### src/rtl/muldiv_unit.sv
// Multi-cycle RV32M/RV64M multiply/divide unit for the execute stage.
// Multiplies take MUL_STAGES cycles; divides use radix-2 restoring iteration.
module muldiv_unit #(
  parameter int unsigned XLEN       = 32,
  parameter int unsigned MUL_STAGES = 2
) (
  input  logic            clk,
  input  logic            rst,
  input  logic            in_valid,
  output logic            in_ready,
  input  logic [2:0]      op,
  input  logic [XLEN-1:0] rs1_data,
  input  logic [XLEN-1:0] rs2_data,
  input  logic [4:0]      rd_in,
  input  logic            flush,
  output logic            out_valid,
  input  logic            out_ready,
  output logic [XLEN-1:0] result,
  output logic [4:0]      rd_out,
  output logic            busy
);

  localparam int unsigned CntW = $clog2(XLEN + 2);

  typedef enum logic [1:0] {StIdle, StMul, StDiv, StDone} state_e;

  state_e          state_q, state_d;
  logic [2:0]      op_q, op_d;
  logic [XLEN-1:0] a_q, a_d, b_q, b_d;
  logic [XLEN-1:0] quo_q, quo_d, rem_q, rem_d, bmag_q, bmag_d;
  logic [XLEN-1:0] result_q, result_d;
  logic [4:0]      rd_q, rd_d, rd_out_q, rd_out_d;
  logic            qneg_q, qneg_d, rneg_q, rneg_d;
  logic [CntW-1:0] cnt_q, cnt_d;

  logic              accept;
  logic              in_signed;
  logic [XLEN-1:0]   in_amag, in_bmag;
  logic              a_sext, b_sext;
  logic [2*XLEN-1:0] a_ext, b_ext, prod;
  logic [XLEN:0]     shifted, diff;
  logic              div_by_zero, div_ovf;

  assign in_ready = !rst && !flush && (state_q == StIdle || (state_q == StDone && out_ready));
  assign accept   = in_valid && in_ready;

  // DIV and REM (even funct3 within the divide group) are the signed divides.
  assign in_signed = !op[0];
  assign in_amag   = (in_signed && rs1_data[XLEN-1]) ? -rs1_data : rs1_data;
  assign in_bmag   = (in_signed && rs2_data[XLEN-1]) ? -rs2_data : rs2_data;

  // MULH/MULHSU sign-extend rs1; only MULH sign-extends rs2.
  assign a_sext = (op_q[1:0] == 2'd1) || (op_q[1:0] == 2'd2);
  assign b_sext = (op_q[1:0] == 2'd1);
  assign a_ext  = {{XLEN{a_sext & a_q[XLEN-1]}}, a_q};
  assign b_ext  = {{XLEN{b_sext & b_q[XLEN-1]}}, b_q};
  assign prod   = a_ext * b_ext;

  assign shifted     = {rem_q, quo_q[XLEN-1]};
  assign diff        = shifted - {1'b0, bmag_q};
  assign div_by_zero = (b_q == '0);
  assign div_ovf     = !op_q[0] && (a_q == {1'b1, {(XLEN-1){1'b0}}}) && (b_q == '1);

  always_comb begin
    state_d  = state_q;
    op_d     = op_q;
    a_d      = a_q;
    b_d      = b_q;
    quo_d    = quo_q;
    rem_d    = rem_q;
    bmag_d   = bmag_q;
    result_d = result_q;
    rd_d     = rd_q;
    rd_out_d = rd_out_q;
    qneg_d   = qneg_q;
    rneg_d   = rneg_q;
    cnt_d    = cnt_q;

    unique case (state_q)
      StIdle: ;
      StMul: begin
        if (cnt_q == CntW'(MUL_STAGES - 1)) begin
          result_d = (op_q[1:0] == 2'd0) ? prod[XLEN-1:0] : prod[2*XLEN-1:XLEN];
          rd_out_d = rd_q;
          state_d  = StDone;
        end else begin
          cnt_d = cnt_q + CntW'(1);
        end
      end
      StDiv: begin
        if (cnt_q == '0 && (div_by_zero || div_ovf)) begin
          if (div_by_zero) result_d = op_q[1] ? a_q : '1;
          else             result_d = op_q[1] ? '0 : a_q;
          rd_out_d = rd_q;
          state_d  = StDone;
        end else if (cnt_q == CntW'(XLEN)) begin
          if (op_q[1]) result_d = rneg_q ? -rem_q : rem_q;
          else         result_d = qneg_q ? -quo_q : quo_q;
          rd_out_d = rd_q;
          state_d  = StDone;
        end else begin
          if (!diff[XLEN]) begin
            rem_d = diff[XLEN-1:0];
            quo_d = {quo_q[XLEN-2:0], 1'b1};
          end else begin
            rem_d = shifted[XLEN-1:0];
            quo_d = {quo_q[XLEN-2:0], 1'b0};
          end
          cnt_d = cnt_q + CntW'(1);
        end
      end
      StDone: begin
        if (out_ready) state_d = StIdle;
      end
      default: state_d = StIdle;
    endcase

    if (accept) begin
      op_d    = op;
      a_d     = rs1_data;
      b_d     = rs2_data;
      rd_d    = rd_in;
      cnt_d   = '0;
      quo_d   = in_amag;
      rem_d   = '0;
      bmag_d  = in_bmag;
      qneg_d  = in_signed && (rs1_data[XLEN-1] ^ rs2_data[XLEN-1]);
      rneg_d  = in_signed && rs1_data[XLEN-1];
      state_d = op[2] ? StDiv : StMul;
    end

    if (flush) begin
      state_d = StIdle;
      cnt_d   = '0;
    end
  end

  always_ff @(posedge clk) begin
    if (rst) begin
      state_q  <= StIdle;
      op_q     <= '0;
      a_q      <= '0;
      b_q      <= '0;
      quo_q    <= '0;
      rem_q    <= '0;
      bmag_q   <= '0;
      result_q <= '0;
      rd_q     <= '0;
      rd_out_q <= '0;
      qneg_q   <= 1'b0;
      rneg_q   <= 1'b0;
      cnt_q    <= '0;
    end else begin
      state_q  <= state_d;
      op_q     <= op_d;
      a_q      <= a_d;
      b_q      <= b_d;
      quo_q    <= quo_d;
      rem_q    <= rem_d;
      bmag_q   <= bmag_d;
      result_q <= result_d;
      rd_q     <= rd_d;
      rd_out_q <= rd_out_d;
      qneg_q   <= qneg_d;
      rneg_q   <= rneg_d;
      cnt_q    <= cnt_d;
    end
  end

  assign out_valid = (state_q == StDone);
  assign result    = result_q;
  assign rd_out    = rd_out_q;
  assign busy      = (state_q == StMul) || (state_q == StDiv) ||
                     (state_q == StDone && !out_ready);

endmodule

### config.mk
export PLATFORM = sky130hd
export DESIGN_NAME = muldiv_unit
export DESIGN_NICKNAME = d
export VERILOG_FILES = /design/src/rtl/muldiv_unit.sv
export SDC_FILE = /design/constraint.sdc
export NUM_CORES = 2
export LEC_CHECK = 0
export BUFFER_PORTS_ARGS = -buffer_cell sky130_fd_sc_hd__buf_2
export CORE_UTILIZATION = 25
export DETAILED_ROUTE_END_ITERATION = 8
export SYNTH_ARGS = -nofsm -noshare
export SYNTH_HDL_FRONTEND = slang
export SYNTH_SLANG_ARGS = --single-unit
### constraint.sdc
create_clock -name clk -period 8.8 [get_ports clk]
set_input_delay 0 -clock clk [delete_from_list [all_inputs] [get_ports clk]]
set_output_delay 0 -clock clk [all_outputs]
set_load 0.01 [all_outputs]
### Word level (Yosys, flattened, before mapping)

Cells that the tools add are included.

* flip-flop bits (word level): 214
* bits in latches: 0
* RAM bits: 0
* logic and storage cells: 114
* output and inout port bits: 40
* ROM bits: 0
* memories: 0

* div/mod/pow operators: 0
* eq/ne operators: 19
* magnitude comparators: 0
* reduce and logical (&&, ||, !) cells: 36
* muxes and demuxes: 34
* shift operators: 0
* $mul: 1
* $add $sub $neg: 6
* bitwise logic cells: 5

Operators by type and width (count)
* two-way mux 32 bit: 17
* negator 32 bit: 4
* == test 32 bit, second input constant: 2
* multiplier 33 x 33 -> 64 bit: 1
* one-hot mux 32 bit (2 select lines): 1
* subtractor 33 x 32 -> 33 bit: 1
* zero test 32 bit: 1
* two-way mux 6 bit: 3
* two-way mux 5 bit: 3
* two-way mux 2 bit: 6
* != test 2 bit, second input constant: 6
* one-hot mux 6 bit (2 select lines): 1
* logical AND 1 bit: 11
* one-hot mux 5 bit (2 select lines): 1
* AND reduction 3 bit: 3
* AND reduction 4 bit: 2
* adder 6 x 1 -> 6 bit, second input constant: 1
* == test 2 bit, second input constant: 3
* == test 6 x 1 -> 1 bit, second input constant: 1
* == test 6 bit, second input constant: 1
* zero test 6 bit: 1
* != test 3 bit, second input constant: 2
* one-hot mux 2 bit (3 select lines): 1
* zero test 1 bit: 5
* 13 further kinds: 23

### Logic depth before layout (Yosys ltp)

* depth after elaboration: 8
* depth in mapped cells: 35

### Least setup slack after synthesis

No wires, ideal clock.

* kind: flip-flop to flip-flop
* from: reg op_q[1]
* to: reg result_q[27] (netlist: result[27])
* cell stages (with the launch flop): 34
* path buffers: 5
* arrival time: 9.016 ns
* path slack: -0.290 ns
* cells stage by stage: dfxtp_1 > buf_4 > clkinv_1 > clkbuf_1 > clkbuf_1 > ha_1 > and2_0 > clkbuf_1 > nand2_1 > inv_1 > fa_1 > inv_1 > fa_1 > inv_1 > fa_1 > fa_1 > inv_1 > fa_1 > inv_1 > fa_1 > inv_1 > fa_1 > fa_1 > inv_1 > ha_1 > clkbuf_1 > and3_1 > nand3_1 > or4_1 > a21oi_1 > o211ai_1 > nor4b_1 > a21oi_1 > a31oi_1

* cells in the longest elaborated chain, start to end: 7
* elaborated cells between the ends (all ways): 16

RTL lines
* from (decl): line 28 `logic [2:0] op_q, op_d;`
* from (signal assigned): line 155 `op_q <= op_d;`
* == test 2 x 1 -> 1 bit or == test 2 bit (tied branches): line 53, 54
* logical OR 1 bit: line 53 `assign a_sext = (op_q[1:0] == 2'd1) || (op_q[1:0] == 2'd2);`
* bitwise AND 1 bit: line 55 `assign a_ext = {{XLEN{a_sext & a_q[XLEN-1]}}, a_q};`
* multiplier 33 x 33 -> 64 bit: line 57 `assign prod = a_ext * b_ext;`
* two-way mux 32 bit: line 83 `result_d = (op_q[1:0] == 2'd0) ? prod[XLEN-1:0] : prod[2*XLEN-1:XLEN];`
* two-way mux 32 bit: line 82 `if (cnt_q == CntW'(MUL_STAGES - 1)) begin`
* one-hot mux 32 bit (2 select lines) (*): line 79 `unique case (state_q)`
* to (signal assigned): line 161 `result_q <= result_d;`
* to (decl): line 31 `logic [XLEN-1:0] result_q, result_d;`

Every way passes the cells marked *; elsewhere a longest branch is shown, timed or not. The select of a mux whose other input is x is not followed.
A chain may end at the register's enable or synchronous reset.

### Worst setup path in the final report

* from: reg b_q[1]
* to: reg result_q[13] (netlist: result[13])

* cells in the longest elaborated chain, start to end: 6
* elaborated cells between the ends (all ways): 13

RTL lines
* from (decl): line 29 `logic [XLEN-1:0] a_q, a_d, b_q, b_d;`
* from (signal assigned): line 143 `b_q <= '0;`
* from (signal assigned): line 157 `b_q <= b_d;`
* parallel branches: the longest is 6 deep, another holds multiplier 33 x 33 -> 64 bit

Several ways; the timed one is not identified. The select of a mux whose other input is x is not followed.

==> results.yml <==
status:
  status: "complete, no violations"
setup_path:
  reg2reg_setup_slack_ns: 0.25
  crit_required_ns: 9.27
  cp-end-kind: "flop"
  critical_path_class: "flop to flop"
  r2r_cells: 28
  rr_startpoint: "b_q[1]"
  path_common_cell: "fa_1"
  arrival_ns: 9.02
  path_buf_inv: 8
  cpPeakStageDelay_ns: 0.55
  start_kind: "flop"
  startpoint: "b_q[1]"
  slowest_stage: "fa_1"
  crit_fanout: 18
  r2r_end: "result[13]"
  crit_family: "adder cells"
synthesis:
  async_flop_share_pct: 0
  yosys_most_used_dff: "dfxtp_1"
  synth_fp_nets: 7707
  yosysSeqAreaShare_pct: 8.15
  synth_seq_cells: 213
  yosysWarnings: 0
  netlist_area_mm2: 0.0523
  avgSynthCellArea_um2: 8.38
  syn-instance-count: 6247
  synth_cell_types: 81
  synth-edff-count: 0
timing:
  min_period_ns: 8.55
  hold_viol: 0
  holdWs_ns: 0.0243
  fmax_mhz: 117
  maxSlewViolCount: 0
  fin_crit_sh_pct: 97.1
  worst_slew_pin_slew_ns: 1.20
  setup_viol: 0
  setup_slack_ns: 0.253
  finClkSkew_ns: 0.0353
  fin_setup_tns_ns: 0
  worst_slew_margin_rel_pct: 19.8
place:
  placed_area_mm2: 0.0567
  detailed_place_hpwl_um: 140000
  port_buffers: 116
  gp_congestion: 0.945
  dp_worst_setup_slack_ns: 0.0610
  place_inst: 8934
routing:
  dr.pass1.iters: 6
  post_drt_via_cell_ratio: 4.76
  wl_per_cell_um: 18.9
  drtIter0Drc: 3600
  drcViolationCount: 0
  route.vias.total: 43100
  drtAntennaViolNets: 0
  routed_wl_um: 172000
die:
  start_util_pct: 25.2
  row_count: 167
  dieHeight_um: 460
  num_io_pins: 117
  core_area_mm2: 0.207
  die_x_um: 460
  die_area_mm2: 0.211
cts:
  h-tree-depth: 1
  clock-sinks: 213
  numCtsBuffers: 25
  clockBufferDepth: 3
  cts.clk_slew.worst_paths_ns: 0.07
  clock_latency_ns: 0.57
  cts_tree: "built"
  root_buffer: "clkbuf_16"
power:
  ir_drop_mv: 0.143
  p_comb_share_pct: 39.7
  swShare_pct: 40.7
  power_density_mw_per_mm2: 64.2
  leakage_nw: 25.8
  power.total_mw: 3.76
  p_sw_mw: 1.53
  p_int_mw: 2.23
  seqPwrFrac_pct: 29.9
  clockPowerShare_pct: 30.4
finish:
  area_growth_pct: 11.9
  nets: 7722
  final_cell_area_mm2: 0.0585
  final_util_pct: 28.2
  layoutNonFillerInstCount: 9070
  post_route_cells_drive_above_1_share_pct: 7.02
  fillers: 22100
grt:
  antenna_found_initial: 5
  grt.overflow.total: 0
  grt_usage_pct: 16.2
  grt_max_degree: 89
  grt_pass1_vias: 45200
  grt_pass1_wl_um: 268000
worst_hold_path:
  min_from: "out_ready"
  whs_endpoint: "state_q[1]"
  min_path_type: "primary input to flop"
  min_path_cells: 5
flow_run:
  maxCapViolCount: 0
[cells in the mapped netlist (6+ instances only)]
cell type / number / share of area (%)
inv_1: 1254 / 9.0
nand2_1: 1153 / 8.3
fa_1: 1126 / 43
clkbuf_1: 392 / 2.8
and2_1: 279 / 3.3
ha_1: 257 / 6.1
a21oi_1: 247 / 2.4
dfxtp_1: 213 / 8.1
nor2_1: 196 / 1.4
o21ai_0: 187 / 1.8
xnor2_1: 130 / 2.2
xor2_1: 82 / 1.4
nand3_1: 76 / 0.73
a21o_1: 51 / 0.73
a211oi_1: 41 / 0.59
o211ai_1: 41 / 0.59
a311oi_1: 38 / 0.64
nor3_1: 36 / 0.34
o31ai_1: 36 / 0.52
mux2i_1: 31 / 0.59
and3_1: 30 / 0.36
nand4_1: 29 / 0.35
nor4_1: 29 / 0.35
a31oi_1: 21 / 0.25
o21a_1: 18 / 0.26
or3_1: 17 / 0.20
or2_2: 16 / 0.19
nand2b_1: 15 / 0.18
maj3_1: 14 / 0.27
o41ai_1: 14 / 0.23
or4_1: 14 / 0.20
nor2b_1: 13 / 0.16
buf_2: 11 / 0.11
a21boi_0: 7 / 0.10
a221oi_1: 7 / 0.12
buf_1: 6 / 0.043
o21ai_1: 6 / 0.057
o21bai_1: 6 / 0.086
o22ai_1: 6 / 0.072
[power by group through the flow]
stage / clock, mW / sequential (mW) / combinational (mW)
finish: 1.14 / 1.12 / 1.49
global route: 1.20 / 1.13 / 1.61
CTS: 1.16 / 1.12 / 1.47
detailed placement: 0 / 1.14 / 1.43
global placement: 0 / 1.14 / 1.42
floorplan: 0 / 1.07 / 0.977
[layer usage]
layer | track usage (%) | share of wire (%)
met1 | 21.7 | 42
met2 | 27.1 | 48
met3 | 1.52 | 6.0
met4 | 5.71 | 4.2
met5 | 0 | 0
[final cells by class]
| cell class | count | area (µm²) | area share, % |
|---|---|---|---|
| multi-input cells | 4368 | 41900 | 71.5 |
| inverters | 1255 | 4720 | 8.07 |
| flip-flops and latches | 213 | 4300 | 7.34 |
| well taps | 2788 | 3490 | 5.96 |
| repair buffers | 399 | 3280 | 5.61 |
| clock buffers | 35 | 733 | 1.25 |
| clock inverters | 9 | 133 | 0.227 |
| diodes | 3 | 7.51 | 0.0128 |
[state kept, by name (all words and copies together) (netlist names), 5 cells and up]
register  flops
a_q          32
b_q          32
quo_q        32
rem_q        32
result       32
bmag_q       31
cnt_q         6
rd_out        5
rd_q          5
[timing repair]
action | 4_1_cts | 5_1_grt
endpoints found under the hold margin | 149 | 0
hold buffers | 85 | 0
gates resized for setup | 1 | 39
pin swaps | 0 | 1
setup endpoints to repair | 1 | 22
cloned | 0 | 0
setup buffers | 0 | 4
[worst min-delay path: stages]
cell and delay (ns):
buf_2 0.11, mux2_2 0.14, a21oi_1 0.09, nor2_1 0.11, a2111oi_0 0.06
[worst max path at each step]
stage / endpoint / depth (start not counted)
after floorplan: result[27] / 33
after global placement: result[13] / 27
after detailed placement: result[13] / 27
after CTS: result[13] / 27
after global routing: result[28] / 30
final: result[13] / 28
[logic make-up after synthesis]
logic type,count (synthesis),synth area share [%]
fa+ha+maj,1397,49.5
flops,213,8.15
buf+inv,1666,12.0
xor+xnor,212,3.55
simple gates,1936,16.6
compound gates,789,9.53
mux,34,0.658
[cell usage in the layout, fill, tap and decap left out, drive strengths merged, types with 130 or more instances in the layout]
cell type	netlist	final
ha	257	257
dfxtp	213	213
o21ai	193	193
inv	1254	1252
buf	19	314
fa	1126	1126
xnor2	130	130
nand2	1153	1153
and2	281	281
a21oi	248	248
nor2	196	196
Power figures use the tool's default switching activity.
